### config.mk
export PLATFORM = sky130hd
export DESIGN_NAME = rotate_sequencer
export DESIGN_NICKNAME = d
export VERILOG_FILES = /design/src/rtl/rotate_sequencer.sv
export SDC_FILE = /design/constraint.sdc
export NUM_CORES = 1
export LEC_CHECK = 0
export ABC_CLOCK_PERIOD_IN_PS = 1600
export BUFFER_PORTS_ARGS = -buffer_cell sky130_fd_sc_hd__buf_2
export CAP_MARGIN = 5
export CORE_MARGIN = 2
export CORE_UTILIZATION = 53
export CTS_BUF_LIST = sky130_fd_sc_hd__clkbuf_4
export CTS_CLUSTER_DIAMETER = 120
export CTS_CLUSTER_SIZE = 10
export DETAILED_ROUTE_END_ITERATION = 8
export PLACE_DENSITY = 0.81
export REMOVE_ABC_BUFFERS = 1
export SKIP_CTS_REPAIR_TIMING = 1
export SLEW_MARGIN = 20
export SYNTH_ARGS = -nofsm -noshare
export SYNTH_HDL_FRONTEND = slang
export SYNTH_SLANG_ARGS = --single-unit
### constraint.sdc
create_clock -name CLK -period 1.6 [get_ports CLK]
set_input_delay 0.48 -clock CLK [delete_from_list [all_inputs] [get_ports CLK]]
set_output_delay 0.48 -clock CLK [all_outputs]
set_load 0.1 [all_outputs]
### src/rtl/rotate_sequencer.sv
// Multi-step rotate engine: applies CNT single-position rotations, one per clock, to a word.
// Latency: CNT cycles of rotation after acceptance, result valid the following cycle (CNT=0 -> next cycle).
// Backpressure: result and OUT_VALID hold while OUT_READY=0; no new job accepted until the result is consumed.
module rotate_sequencer #(
  parameter int N  = 8,
  parameter int CW = 4
) (
  input  logic          CLK,
  input  logic          RST,
  input  logic          IN_VALID,
  output logic          IN_READY,
  input  logic [N-1:0]  X,
  input  logic          DIR,
  input  logic [CW-1:0] CNT,
  output logic          OUT_VALID,
  input  logic          OUT_READY,
  output logic [N-1:0]  Y,
  output logic          BUSY
);

  typedef enum logic [1:0] {
    S_IDLE   = 2'd0,
    S_ROTATE = 2'd1,
    S_HOLD   = 2'd2
  } state_t;

  state_t        state;
  logic [N-1:0]  data_reg;
  logic [CW-1:0] rem;
  logic          dir_reg;
  logic          out_valid_reg;
  logic          busy_reg;
  logic [N-1:0]  step_data;

  // Single-step rotator fed back from data_reg: right wraps LSB to MSB, left wraps MSB to LSB.
  always_comb begin
    step_data = data_reg;
    if (dir_reg) begin
      step_data = {data_reg[0], data_reg[N-1:1]};
    end else begin
      step_data = {data_reg[N-2:0], data_reg[N-1]};
    end
  end

  // Job FSM: load in IDLE, rotate once per edge in ROTATE, present and hold the result in HOLD.
  always_ff @(posedge CLK) begin
    if (RST) begin
      state         <= S_IDLE;
      data_reg      <= '0;
      rem           <= '0;
      dir_reg       <= 1'b0;
      out_valid_reg <= 1'b0;
      busy_reg      <= 1'b0;
    end else begin
      case (state)
        S_IDLE: begin
          if (IN_VALID) begin
            data_reg <= X;
            dir_reg  <= DIR;
            rem      <= CNT;
            if (CNT == '0) begin
              state         <= S_HOLD;
              out_valid_reg <= 1'b1;
            end else begin
              state    <= S_ROTATE;
              busy_reg <= 1'b1;
            end
          end
        end
        S_ROTATE: begin
          data_reg <= step_data;
          // rem is never zero here; the guard just keeps it from wrapping if it ever were.
          rem      <= (rem == '0) ? '0 : rem - CW'(1);
          if (rem <= CW'(1)) begin
            state         <= S_HOLD;
            busy_reg      <= 1'b0;
            out_valid_reg <= 1'b1;
          end
        end
        S_HOLD: begin
          if (OUT_READY) begin
            state         <= S_IDLE;
            out_valid_reg <= 1'b0;
          end
        end
        default: begin
          state         <= S_IDLE;
          out_valid_reg <= 1'b0;
          busy_reg      <= 1'b0;
        end
      endcase
    end
  end

  // Ready is a pure state decode, held low while reset is asserted.
  assign IN_READY  = (state == S_IDLE) && !RST;
  assign OUT_VALID = out_valid_reg;
  assign BUSY      = busy_reg;
  assign Y         = data_reg;

endmodule

; ---- Yosys cells after proc, flatten, opt, wreduce, memory -nomap -nowiden
; Cells that the tools add are included.
[word_totals]
output_inout_bits = 11
regBits = 17
elab_cells = 47
[op_classes]
magnitude_cmp = 1
reduce_logical = 11
add_sub_neg = 1
n_eq_ne = 7
muxes = 20
bitwise_logic = 1
[op_table]
columns = op, count
row1 = 8-bit two-way mux, 2
row2 = 8-bit case mux with 2 select lines, 1
row3 = "2-bit inequality test, second input constant", 5
row4 = 4-bit zero test, 2
row5 = 2-bit two-way mux, 4
row6 = 4-bit two-way mux, 2
row7 = 4-bit case mux with 2 select lines, 1
row8 = 4-bit AND reduction, 2
row9 = 1-bit two-way mux, 7
row10 = 1-bit case mux with 3 select lines, 2
row11 = 2-bit case mux with 3 select lines, 1
row12 = "4-bit by 1-bit less-or-equal comparator with 1-bit output, second input constant", 1
row13 = 2-bit AND reduction, 2
row14 = "4-bit by 1-bit subtractor with 4-bit output, second input constant", 1
row15 = 3-bit AND reduction, 1
row16 = "2-bit by 1-bit == test with 1-bit output, second input constant", 1
row17 = "2-bit == test, second input constant", 1
row18 = 2-bit zero test, 1
row19 = 2-bit nonzero test, 1
row20 = 1-bit logical AND, 1
row21 = 1-bit zero test, 1
row22 = 1-bit NOT, 1

; ---- Logic depth before layout (Yosys ltp)
[logic_depth]
word_depth = 4
mapped_depth = 5
mapped_depth_nobuf = 3

; ---- Worst setup path after synthesis
; No wires, ideal clock.
[synth_path]
kind = in2out
startpoint = input port RST
endpoint = output port IN_READY
cell_stages = 3
t_arrival_ns = 2.914
n_path_buf = 2
slack_ns = -1.794
path_cell_list = clkbuf_1 buf_1 nor3_1
[synth_via]
elab_chain_len = 2
[synth_rtl]
columns = element, line_no
row1 = from (decl), 9  ; input logic RST,
row2 = 1-bit zero test, 96  ; assign IN_READY = (state == S_IDLE) && !RST;
row3 = 1-bit logical AND, 96
row4 = to (decl), 11  ; output logic IN_READY,
; No other way between the ends.

; ---- Worst setup path after layout
[layout_path]
startpoint = register state[1]
endpoint = output port IN_READY
[layout_via]
elab_chain_len = 2
[layout_rtl]
columns = element, line_no
row1 = from (decl), 27  ; state_t state;
row2 = from (signal assigned), 48  ; state <= S_IDLE;
row3 = from (signal assigned), 62  ; state <= S_HOLD;
row4 = from (signal assigned), 65  ; state <= S_ROTATE;
row5 = 2-bit zero test, 96
row6 = 1-bit logical AND, 96
; No other way between the ends.

==> flow_summary.yaml <==
run_status:
  status: "completed"
timing:
  setup_viol: 0
  fmax_mhz: 634
  period_share_pct: 98.6
  tightest_slew_ns: 0.550
  fin_skew_ns: 0.00300
  min_period_ns: 1.58
  slew_viol_final: 0
  hold_viol_final: 0
  rsz0062_at_grt: "yes"
  slew_headroom_pct: 63.3
die:
  fp.dieW_um: 47.2
  ios: 28
  initial_core_util_pct: 56.6
  dieHeight_um: 47.2
  core_um2: 1750
  rows: 15
  dieArea_um2: 2230
placed_design:
  dp_cells: 157
  place_congestion: 0.833
  hpwl_mm: 1.76
  port_buffers: 27
layout:
  nFillCells: 144
  finalNonFillerCells: 163
  multi_input_area_um2: 589
  antenna_cells: 0
  largest_reg_flops: 8
  finalNetCount: 156
  drive_gt1_share_pct: 40.6
  regArea_um2: 345
  areaGrowthSynthToFinish_pct: 29.4
setup_path:
  reg2reg_from: "dir_reg"
  cp_top_family: "flip-flops"
  critPathCaptureType: "output port"
  worstPathArrival_ns: 1.10
  startpoint: "state[1]"
  startpoint_type: "register"
  critPathSlowestCell: "dfxtp_2"
  critPathMaxStageDelay_ns: 0.37
  crit_buf_inv: 2
  crit_type: "register to output port"
  cp.required_ns: 1.12
  worstPathMaxFanout: 5
  path_cells: "nor3_4 -> buf_6 -> buf_12"
run:
  maxCapViolCount: 0
yosys:
  synthSimpleGateAreaFrac_pct: 23.8
  synth_edf_count: 0
  synth_ff_type: "dfxtp_1"
  synth_common_cells: "dfxtp_1 (17), nor3_1 (13), nor2_1 (10)"
  yosysSeqAreaShare_pct: 34.4
  synth_xor_area_share_pct: 0
  synth.mux.area_fraction_pct: 11.1
  synth-compound-area-share_pct: 23.5
  yosys.cell_types.count: 41
  yosys.area.top_type: "dfxtp_1"
  ys_warn_count: 0
  synth_top_family_by_area: "simple AND/OR/NAND/NOR gates"
  netlist_instances: 109
  synth_most_common_cell: "dfxtp_1"
  synthDominantCellAreaShare_pct: 34.4
  synth.area.top_cells: "dfxtp_1 (34%), mux2_2 (9.1%), a221oi_1 (7.1%)"
  mappedNetlistArea_um2: 988
  synthArstFlopShare_pct: 0
  postSynthAreaPerCell_um2: 9.07
  synthAdderAreaFrac_pct: 0
  ys_seq_elements: 17
drt:
  ant_nets: 0
  drc: 0
  drt-initial-drc-count: 24
  drt-vias-per-instance: 6.13
  routed_wl_mm: 2.60
  first_pass_iters: 4
  avgRoutedWirePerCell_um: 16.0
  vias: 999
hold_path:
  holdCritStartpoint: "DIR"
  hold_path_class: "input pin to register"
global_routing:
  grt_overflow: 0
  grt_max_degree: 18
  grt_pass1_vias: 908
  track_usage_pct: 24.9
  grt_pass1_wl_mm: 3.91
  antenna_found_initial: 0
clock_network:
  cts_tree: "built"
  clk_path_buf_depth: 2
  cts_inserted_buffers: 3
  cts_max_level: 1
  clkSinkCount: 17
  clkTransAtPathRegs_ns: 0.10
  cts_root_buf: "clkbuf_4"
  clk-insertion-delay-late_ns: 0.29
power:
  power_leakage_nw: 0.535
  vdd_drop_max_mv: 0.777
  p_total_w: 0.00165
  power_density_nw_per_um2: 1290
-- area by class of cell --
| type | instances | share of cell area, % |
|---|---|---|
| flip-flops and latches | 17 | 27.0 |
| multi-input cells | 78 | 46.1 |
| well taps | 25 | 2.45 |
| repair buffers | 34 | 20.6 |
| inverters | 5 | 1.47 |
| clock buffers | 4 | 2.35 |
-- stage by stage --
step           hold WS (ns)  cell area (µm²)  setup slack [ns]  util (%)  TNS, ns
2_1_floorplan         0.501              937             -1.41         -    -1.42
3_3_place_gp          0.459             1200            0.0892      68.8        0
3_5_place_dp          0.480             1200            0.0863      68.8        0
4_1_cts               0.423             1230            -0.145      70.5   -0.205
5_1_grt               0.444             1280           -0.0323      73.3  -0.0323
6_report              0.422             1280            0.0225      73.3        0
-- power by group --
group	switching (W)	leakage, nW	internal (W)
sequential	0.0000845	0.142	0.000489
clock	0.000140	0.0184	0.000114
combinational	0.000536	0.375	0.000282
total	0.000760	0.535	0.000885
-- layer usage --
metal	share of wire (%)	GRT usage, %
met5	0	0
met4	1.8	10.6
met3	4.3	4.23
met1	44	32.6
met2	49	40.3
-- worst min-delay path: stages --
cell and delay (ns):
buf_2 0.08, mux2i_1 0.06, nor2_1 0.07
-- cells by family after synthesis --
kind of cell	count (synthesis)
flops	17
mux	10
buf+inv	14
compound gates	27
simple gates	41
-- worst paths after layout --
kind	endpoint	slack, ns	cells past startpoint
min reg2reg	BUSY	0.49	2
min	dir_reg	0.42	3
max	IN_READY	0.02	3
max reg2reg	Y[7]	0.09	3
-- cells in the final DEF, fill, tap and decap left out, drive strengths merged, types with 3 or more instances in the layout --
cell type	Yosys	routed
buf	8	29
a2111oi	3	3
dfxtp	17	17
nor2	10	10
o21bai	3	3
inv	4	4
clkbuf	1	9
nand2b	3	3
nor3	13	13
nand2	3	3
mux2	8	8
a221oi	8	8
No activity file was read; power rests on OpenSTA's default activity.
